--- config.mk ---
export PLATFORM = sky130hd
export DESIGN_NAME = icache_prefetch_ctrl_flat
export DESIGN_NICKNAME = d
export VERILOG_FILES = /design/src/rtl/icache_prefetch_ctrl_if.sv /design/src/rtl/icache_prefetch_ctrl.sv /design/src/flat_wrapper.sv
export SDC_FILE = /design/constraint.sdc
export NUM_CORES = 1
export LEC_CHECK = 0
export CAP_MARGIN = 20
export CORE_MARGIN = 4
export CORE_UTILIZATION = 30
export CTS_BUF_LIST = sky130_fd_sc_hd__clkbuf_4
export CTS_CLUSTER_SIZE = 28
export DETAILED_ROUTE_END_ITERATION = 16
export HOLD_SLACK_MARGIN = 0.06
export SYNTH_ARGS = -nofsm -noshare
export SYNTH_HDL_FRONTEND = slang
export SYNTH_SLANG_ARGS = --single-unit
--- constraint.sdc ---
create_clock -name clock -period 20.6 [get_ports clock]
set_input_delay 5.15 -clock clock [delete_from_list [all_inputs] [get_ports clock]]
set_output_delay 5.15 -clock clock [all_outputs]
set_load 0.05 [all_outputs]
--- src/rtl/icache_prefetch_ctrl_if.sv ---
// Bus types and the ICache <-> memory request/return interface.
// master: controller side (drives command/addr); slave: memory side.
package icache_prefetch_pkg;
    localparam int XLEN       = 32;
    localparam int MEM_ADDR_W = 16;

    typedef enum logic [1:0] {
        BUS_NONE  = 2'h0,
        BUS_LOAD  = 2'h1,
        BUS_STORE = 2'h2
    } BUS_COMMAND;
endpackage

interface icache_prefetch_ctrl_if #(
    parameter int TAG_W = 4
);
    import icache_prefetch_pkg::*;

    BUS_COMMAND       Ictrl2Imem_command;
    logic [XLEN-1:0]  Ictrl2Imem_addr;
    logic [TAG_W-1:0] Imem2Ictrl_response;
    logic [TAG_W-1:0] Imem2Ictrl_tag;
    logic [63:0]      Imem2Ictrl_data;
    logic             reject_I_req;

    modport master (
        output Ictrl2Imem_command,
        output Ictrl2Imem_addr,
        input  Imem2Ictrl_response,
        input  Imem2Ictrl_tag,
        input  Imem2Ictrl_data,
        input  reject_I_req
    );

    modport slave (
        input  Ictrl2Imem_command,
        input  Ictrl2Imem_addr,
        output Imem2Ictrl_response,
        output Imem2Ictrl_tag,
        output Imem2Ictrl_data,
        output reject_I_req
    );
endinterface

--- src/rtl/icache_prefetch_ctrl.sv ---
// ICache miss/prefetch controller: MSHR tracking, next-line prefetch, fills.
// Ports: clock/reset, fetch addr, cache hit data, imem bus (if), proc data, fill port, mshr_full.
module icache_prefetch_ctrl
    import icache_prefetch_pkg::*;
#(
    parameter int N_MSHR   = 4,
    parameter int PF_DEPTH = 2,
    parameter int TAG_W    = 4
) (
    input  logic                  clock,
    input  logic                  reset,
    input  logic [XLEN-1:0]       proc2Ictrl_addr,
    input  logic [63:0]           Icache2Ictrl_data,
    input  logic                  Icache2Ictrl_valid,
    icache_prefetch_ctrl_if.master imem,
    output logic [63:0]           Ictrl2proc_data,
    output logic                  Ictrl2proc_valid,
    output logic [MEM_ADDR_W-1:0] current_addr,
    output logic                  Ictrl2Icache_mem_write_en,
    output logic [MEM_ADDR_W-1:0] Ictrl2Icache_wr_addr,
    output logic [63:0]           Ictrl2Icache_wr_data,
    output logic                  mshr_full
);
    localparam int         IW  = $clog2(N_MSHR);
    localparam logic [2:0] PFD = 3'(PF_DEPTH);

    logic [N_MSHR-1:0] valid_q;
    logic [12:0]       line_q [N_MSHR];
    logic [TAG_W-1:0]  tag_q  [N_MSHR];
    logic [2:0]        pf_off_q;
    logic [12:0]       last_line_q;

    logic [12:0]      demand_line, pf_line, issue_line, fill_line;
    logic [2:0]       eff_off, pf_next;
    logic             dem_in, pf_in, dem_cand, pf_room, pf_cand;
    logic             full, dem_issue, pf_issue, issue, accept;
    logic             fill_hit, alloc_ok;
    logic [IW-1:0]    fill_idx, alloc_idx;
    logic [TAG_W-1:0] eff_resp;
    logic             addr_unused;

    assign addr_unused = ^{proc2Ictrl_addr[XLEN-1:16],
                           proc2Ictrl_addr[2:0], alloc_ok};

    assign demand_line = proc2Ictrl_addr[15:3];
    assign current_addr = proc2Ictrl_addr[15:0];
    // A new demand line restarts the prefetch window this very cycle.
    assign eff_off = (demand_line != last_line_q) ? 3'd0 : pf_off_q;
    assign pf_line = demand_line + 13'(eff_off) + 13'd1;

    always_comb begin
        dem_in    = 1'b0;
        pf_in     = 1'b0;
        fill_hit  = 1'b0;
        fill_idx  = '0;
        fill_line = '0;
        alloc_ok  = 1'b0;
        alloc_idx = '0;
        for (int i = 0; i < N_MSHR; i++) begin
            if (valid_q[i] && line_q[i] == demand_line)
                dem_in = 1'b1;
            if (valid_q[i] && line_q[i] == pf_line)
                pf_in = 1'b1;
            if (!fill_hit && valid_q[i] &&
                imem.Imem2Ictrl_tag != '0 &&
                tag_q[i] == imem.Imem2Ictrl_tag) begin
                fill_hit  = 1'b1;
                fill_idx  = IW'(i);
                fill_line = line_q[i];
            end
            // Start-of-cycle valid bits: a slot freed by a fill is not reused now.
            if (!alloc_ok && !valid_q[i]) begin
                alloc_ok  = 1'b1;
                alloc_idx = IW'(i);
            end
        end
    end

    assign full       = &valid_q;
    assign dem_cand   = !Icache2Ictrl_valid && !dem_in;
    assign pf_room    = eff_off < PFD;
    assign pf_cand    = pf_room && !pf_in;
    assign dem_issue  = !full && dem_cand;
    assign pf_issue   = !full && !dem_cand && pf_cand;
    assign issue      = dem_issue || pf_issue;
    assign issue_line = dem_cand ? demand_line : pf_line;
    assign eff_resp   = imem.reject_I_req ? '0 : imem.Imem2Ictrl_response;
    assign accept     = issue && eff_resp != '0;

    // Lines already in flight advance the window without using the bus.
    always_comb begin
        pf_next = eff_off;
        if (pf_room && (pf_in || (pf_issue && eff_resp != '0)))
            pf_next = eff_off + 3'd1;
    end

    assign imem.Ictrl2Imem_command =
        (!reset && issue) ? BUS_LOAD : BUS_NONE;
    assign imem.Ictrl2Imem_addr = {16'b0, issue_line, 3'b0};

    assign Ictrl2Icache_mem_write_en = !reset && fill_hit;
    assign Ictrl2Icache_wr_addr      = {fill_line, 3'b0};
    assign Ictrl2Icache_wr_data      = imem.Imem2Ictrl_data;

    // Cache hit wins; otherwise forward a fill landing on the demand line.
    assign Ictrl2proc_valid = !reset && (Icache2Ictrl_valid ||
                              (fill_hit && fill_line == demand_line));
    assign Ictrl2proc_data  = Icache2Ictrl_valid ? Icache2Ictrl_data
                                                 : imem.Imem2Ictrl_data;
    assign mshr_full = !reset && full;

    always_ff @(posedge clock) begin
        if (reset) begin
            valid_q     <= '0;
            pf_off_q    <= 3'd0;
            last_line_q <= 13'h1FFF;
        end else begin
            if (fill_hit)
                valid_q[fill_idx] <= 1'b0;
            if (accept) begin
                valid_q[alloc_idx] <= 1'b1;
                line_q[alloc_idx]  <= issue_line;
                tag_q[alloc_idx]   <= eff_resp;
            end
            pf_off_q    <= pf_next;
            last_line_q <= demand_line;
        end
    end
endmodule
--- src/flat_wrapper.sv ---
// flat-port wrapper written by rule: the top's interface ports become plain ports
module icache_prefetch_ctrl_flat import icache_prefetch_pkg::*;
#(
    parameter int N_MSHR   = 4,
    parameter int PF_DEPTH = 2,
    parameter int TAG_W    = 4
)
  (clock, reset, proc2Ictrl_addr, Icache2Ictrl_data, Icache2Ictrl_valid, Ictrl2proc_data, Ictrl2proc_valid, current_addr, Ictrl2Icache_mem_write_en, Ictrl2Icache_wr_addr, Ictrl2Icache_wr_data, mshr_full, imem_Ictrl2Imem_command, imem_Ictrl2Imem_addr, imem_Imem2Ictrl_response, imem_Imem2Ictrl_tag, imem_Imem2Ictrl_data, imem_reject_I_req);
  icache_prefetch_ctrl_if #(.TAG_W(TAG_W)) imem_i ();
  input  logic clock;
  input  logic reset;
  input  logic [XLEN-1:0] proc2Ictrl_addr;
  input  logic [63:0] Icache2Ictrl_data;
  input  logic Icache2Ictrl_valid;
  output logic [63:0] Ictrl2proc_data;
  output logic Ictrl2proc_valid;
  output logic [MEM_ADDR_W-1:0] current_addr;
  output logic Ictrl2Icache_mem_write_en;
  output logic [MEM_ADDR_W-1:0] Ictrl2Icache_wr_addr;
  output logic [63:0] Ictrl2Icache_wr_data;
  output logic mshr_full;
  output wire logic [$bits(imem_i.Ictrl2Imem_command)-1:0] imem_Ictrl2Imem_command;
  output wire logic [$bits(imem_i.Ictrl2Imem_addr)-1:0] imem_Ictrl2Imem_addr;
  input wire logic [$bits(imem_i.Imem2Ictrl_response)-1:0] imem_Imem2Ictrl_response;
  input wire logic [$bits(imem_i.Imem2Ictrl_tag)-1:0] imem_Imem2Ictrl_tag;
  input wire logic [$bits(imem_i.Imem2Ictrl_data)-1:0] imem_Imem2Ictrl_data;
  input wire logic [$bits(imem_i.reject_I_req)-1:0] imem_reject_I_req;
  assign imem_Ictrl2Imem_command = imem_i.Ictrl2Imem_command;
  assign imem_Ictrl2Imem_addr = imem_i.Ictrl2Imem_addr;
  assign imem_i.Imem2Ictrl_response = imem_Imem2Ictrl_response;
  assign imem_i.Imem2Ictrl_tag = imem_Imem2Ictrl_tag;
  assign imem_i.Imem2Ictrl_data = imem_Imem2Ictrl_data;
  assign imem_i.reject_I_req = imem_reject_I_req;
  icache_prefetch_ctrl #(.N_MSHR(N_MSHR), .PF_DEPTH(PF_DEPTH), .TAG_W(TAG_W)) u_core (.clock(clock), .reset(reset), .proc2Ictrl_addr(proc2Ictrl_addr), .Icache2Ictrl_data(Icache2Ictrl_data), .Icache2Ictrl_valid(Icache2Ictrl_valid), .imem(imem_i), .Ictrl2proc_data(Ictrl2proc_data), .Ictrl2proc_valid(Ictrl2proc_valid), .current_addr(current_addr), .Ictrl2Icache_mem_write_en(Ictrl2Icache_mem_write_en), .Ictrl2Icache_wr_addr(Ictrl2Icache_wr_addr), .Ictrl2Icache_wr_data(Ictrl2Icache_wr_data), .mshr_full(mshr_full));
endmodule
==> metrics.txt <==
worst hold path startpoint=u_core.pf_off_q[2]; Final setup viols=0; vias=6877; status=completed; hold_buf cts=0; Leakage=3.71 nW; pwr dens=53.9 nW/um^2; max incr delay on CP=0.92 ns; CTS buffer count=9; final period utilization=82.7%; Vias/cell=5.18; clock root buffer=clkbuf_4; number of flops mapped to enable cells by yosys=68; Cell Chain, Critical Path=clkdlybuf4s50_1 > xor2_1 > nor4_1 > nand4_1 > nor4_1 > nand2_1 > ha_1 > fa_1 > nor2b_1 > o21ai_1 > xor2_1 > or4_4 > a2111oi_4 > a22oi_2 > a41oi_4 > nor3b_1 > clkdlybuf4s50_1; CP Max Fanout=12; Detailed Routing Iterations Pass 1=6; Final ANT Viol Nets=0; # resized after CTS=0; max_cap viols=0; Worst R2R Path Depth=16; r2r setup slk=14.43 ns; Slowest-stage cell, CP=clkdlybuf4s50_1; CTS tree=yes; Ys Warns=0; Rel. slew slack=29.5%; Netlist Area Pre-Place=7440 um^2; synthesized flop and latch total=88; post-synthesis cell count=772; Starting Density=30.5%; Crit Path Category=in2out; row cnt=57; Worst-Margin Slew=1.05 ns; VDD IR max=24.9 uV; Fmax=0.0587 GHz; commonest non-fill, non-tap cell in the layout=clkdlybuf4s50_1; HP Class=reg2reg; first-pass GRT wire length=49.0 mm; critical path arrival=11.88 ns; design area=10500 um^2; Layout Nets=1169; TritonCTS Sinks=88; proportion of layout cells with a drive suffix above 1=12.0%; clock transition at the registers of the reported paths=0.14 ns; core area=24400 um^2; min Tclk post-route=17.03 ns; R2R Path Start=u_core.last_line_q[10]; Horiz. Die Dim=166 um; # Post-CTS Setup Buffers=0; die height=166 um; Hold EP=u_core.pf_off_q[2]; fin. max-slew vios=0; ys async rst share=0%; per-cell routed wire length=27.4 um; DP Cell Count=1305; final hold viol count=0; required time of the critical path=15.45 ns; Core Util, Final=42.9%; largest net degree at the start of global routing=67; register area share after synthesis=32.8%; Design Power=0.565 mW; commonest cells after routing, fill and taps aside=clkdlybuf4s50_1, xnor2_1, edfxtp_1, mux2_2, nor2_1; gp weighted congestion=0.964; routed wire length=36.4 mm; Mean Syn Cell Area=9.64 um^2; Synth Flop Type=edfxtp_1; PortBufs=323; Setup TNS=0 ns; RSZ-0062 raised after global routing=no; HPWL Detailed=30.1 mm; critical path launch point type=input pin; fin cells=1327; 1st-iter DRT viols=722; reg-to-reg endpoint=u_core.line_q[0][12]; CTS max path bufs=2; hold depth=1; grt ovf=0; unique cell type count in the Yosys netlist=77; synthesis-to-finish area growth=40.7%; Setup Skew=0.0365 ns; number of global-route vias before repair=6751; Clk Latency, worst-skew pair=0.51 ns; top-level I/O count=369; Residual DRC=0; gr usage total=25.5%; Die ar.=27400 um^2; DP Area=10300 um^2; Worst Setup End Kind=output pin; H-tree depth=3; antenna violations before repair=11
## kinds of logic after synthesis
group / count (synthesis) / synth area share [%]
simple gates: 203 / 14.4
buf+inv: 169 / 14.5
xor+xnor: 127 / 15.3
compound gates: 111 / 11.8
flops: 88 / 32.8
mux: 69 / 10.4
fa+ha+maj: 4 / 0.773
other cells: 1 / 0.0504
## layout make-up
| cell class | instances | area [um^2] |
|---|---|---|
| inverters | 21 | 78.8 |
| clock inverters | 6 | 76.3 |
| clock buffers | 10 | 75.1 |
| flip-flops and latches | 88 | 2440 |
| well taps | 324 | 405 |
| diodes | 5 | 12.5 |
| multi-input cells | 537 | 4050 |
| fillers | 2423 | 13900 |
| repair buffers | 336 | 3330 |
## synthesized netlist by cell type, drive strengths merged, types with 6 or more instances
cell     number  share of area, %
buf         126                12
xnor2        82               9.9
edfxtp       68                27
mux2         64               9.7
nor2         47               2.4
xor2         45               5.4
nand2        42               2.1
o21ai        23               1.6
clkbuf       22               1.1
dfxtp        20               5.4
inv          20               1.0
nand4        20               1.7
a21oi        15               1.0
nor3         15               1.1
nand3        14              0.94
a221oi       10               1.2
or2          10              0.84
nor2b         9              0.76
nor4          9               1.0
a21o          8              0.81
o22ai         8              0.67
and2          7              0.59
or3           7              0.59
a221o         6              0.81
o2111ai       6              0.79
## worst max-delay path by stage
stage	end	slack, ns	cells past startpoint	from
after floorplan	imem_Ictrl2Imem_command[0]	5.84	17	proc2Ictrl_addr[13]
after global placement	imem_Ictrl2Imem_command[0]	3.60	17	proc2Ictrl_addr[13]
after detailed placement	imem_Ictrl2Imem_command[0]	3.56	17	proc2Ictrl_addr[13]
after CTS	imem_Ictrl2Imem_command[0]	3.56	17	proc2Ictrl_addr[13]
after global routing	imem_Ictrl2Imem_command[0]	3.24	17	proc2Ictrl_addr[13]
final	imem_Ictrl2Imem_command[0]	3.57	17	proc2Ictrl_addr[13]
## flip-flops by register name (all words and copies together), names as in the netlist
name and cells:
u_core.tag_q 16, u_core.line_q 52, u_core.last_line_q 13, u_core.valid_q 4, u_core.pf_off_q 3
## through the flow
step	hold slack [ns]	setup WS (ns)
after global placement	0.461	3.60
after floorplan	0.451	5.84
after CTS	0.499	3.56
after global routing	0.536	3.24
final	0.502	3.57
after detailed placement	0.479	3.56
## report_power, final
| group | internal [mW] | leakage [nW] | switching [mW] |
|---|---|---|---|
| clock network | 0.0405 | 0.0835 | 0.0676 |
| logic | 0.0914 | 2.84 | 0.156 |
| registers | 0.201 | 0.789 | 0.00847 |
## worst max-delay path: cells and delay by family
family / cells / cell delay [ns]
and+or+nand+nor: 7 / 2.68
adders and majority gates: 2 / 0.72
buffers and inverters: 2 / 1.67
AOI/OAI and AO/OA: 4 / 1.28
xor gates and xnor gates: 2 / 0.37
## per-layer routing
layer	routed length (um)	up-vias	GRT usage, %
met2	17900	442	43.1
li1	-	3084	-
met3	3960	53	8.29
met5	39	-	0
met1	13500	3292	31.4
met4	884	6	6.71
Note: power is estimated with default switching activity, not from simulation.
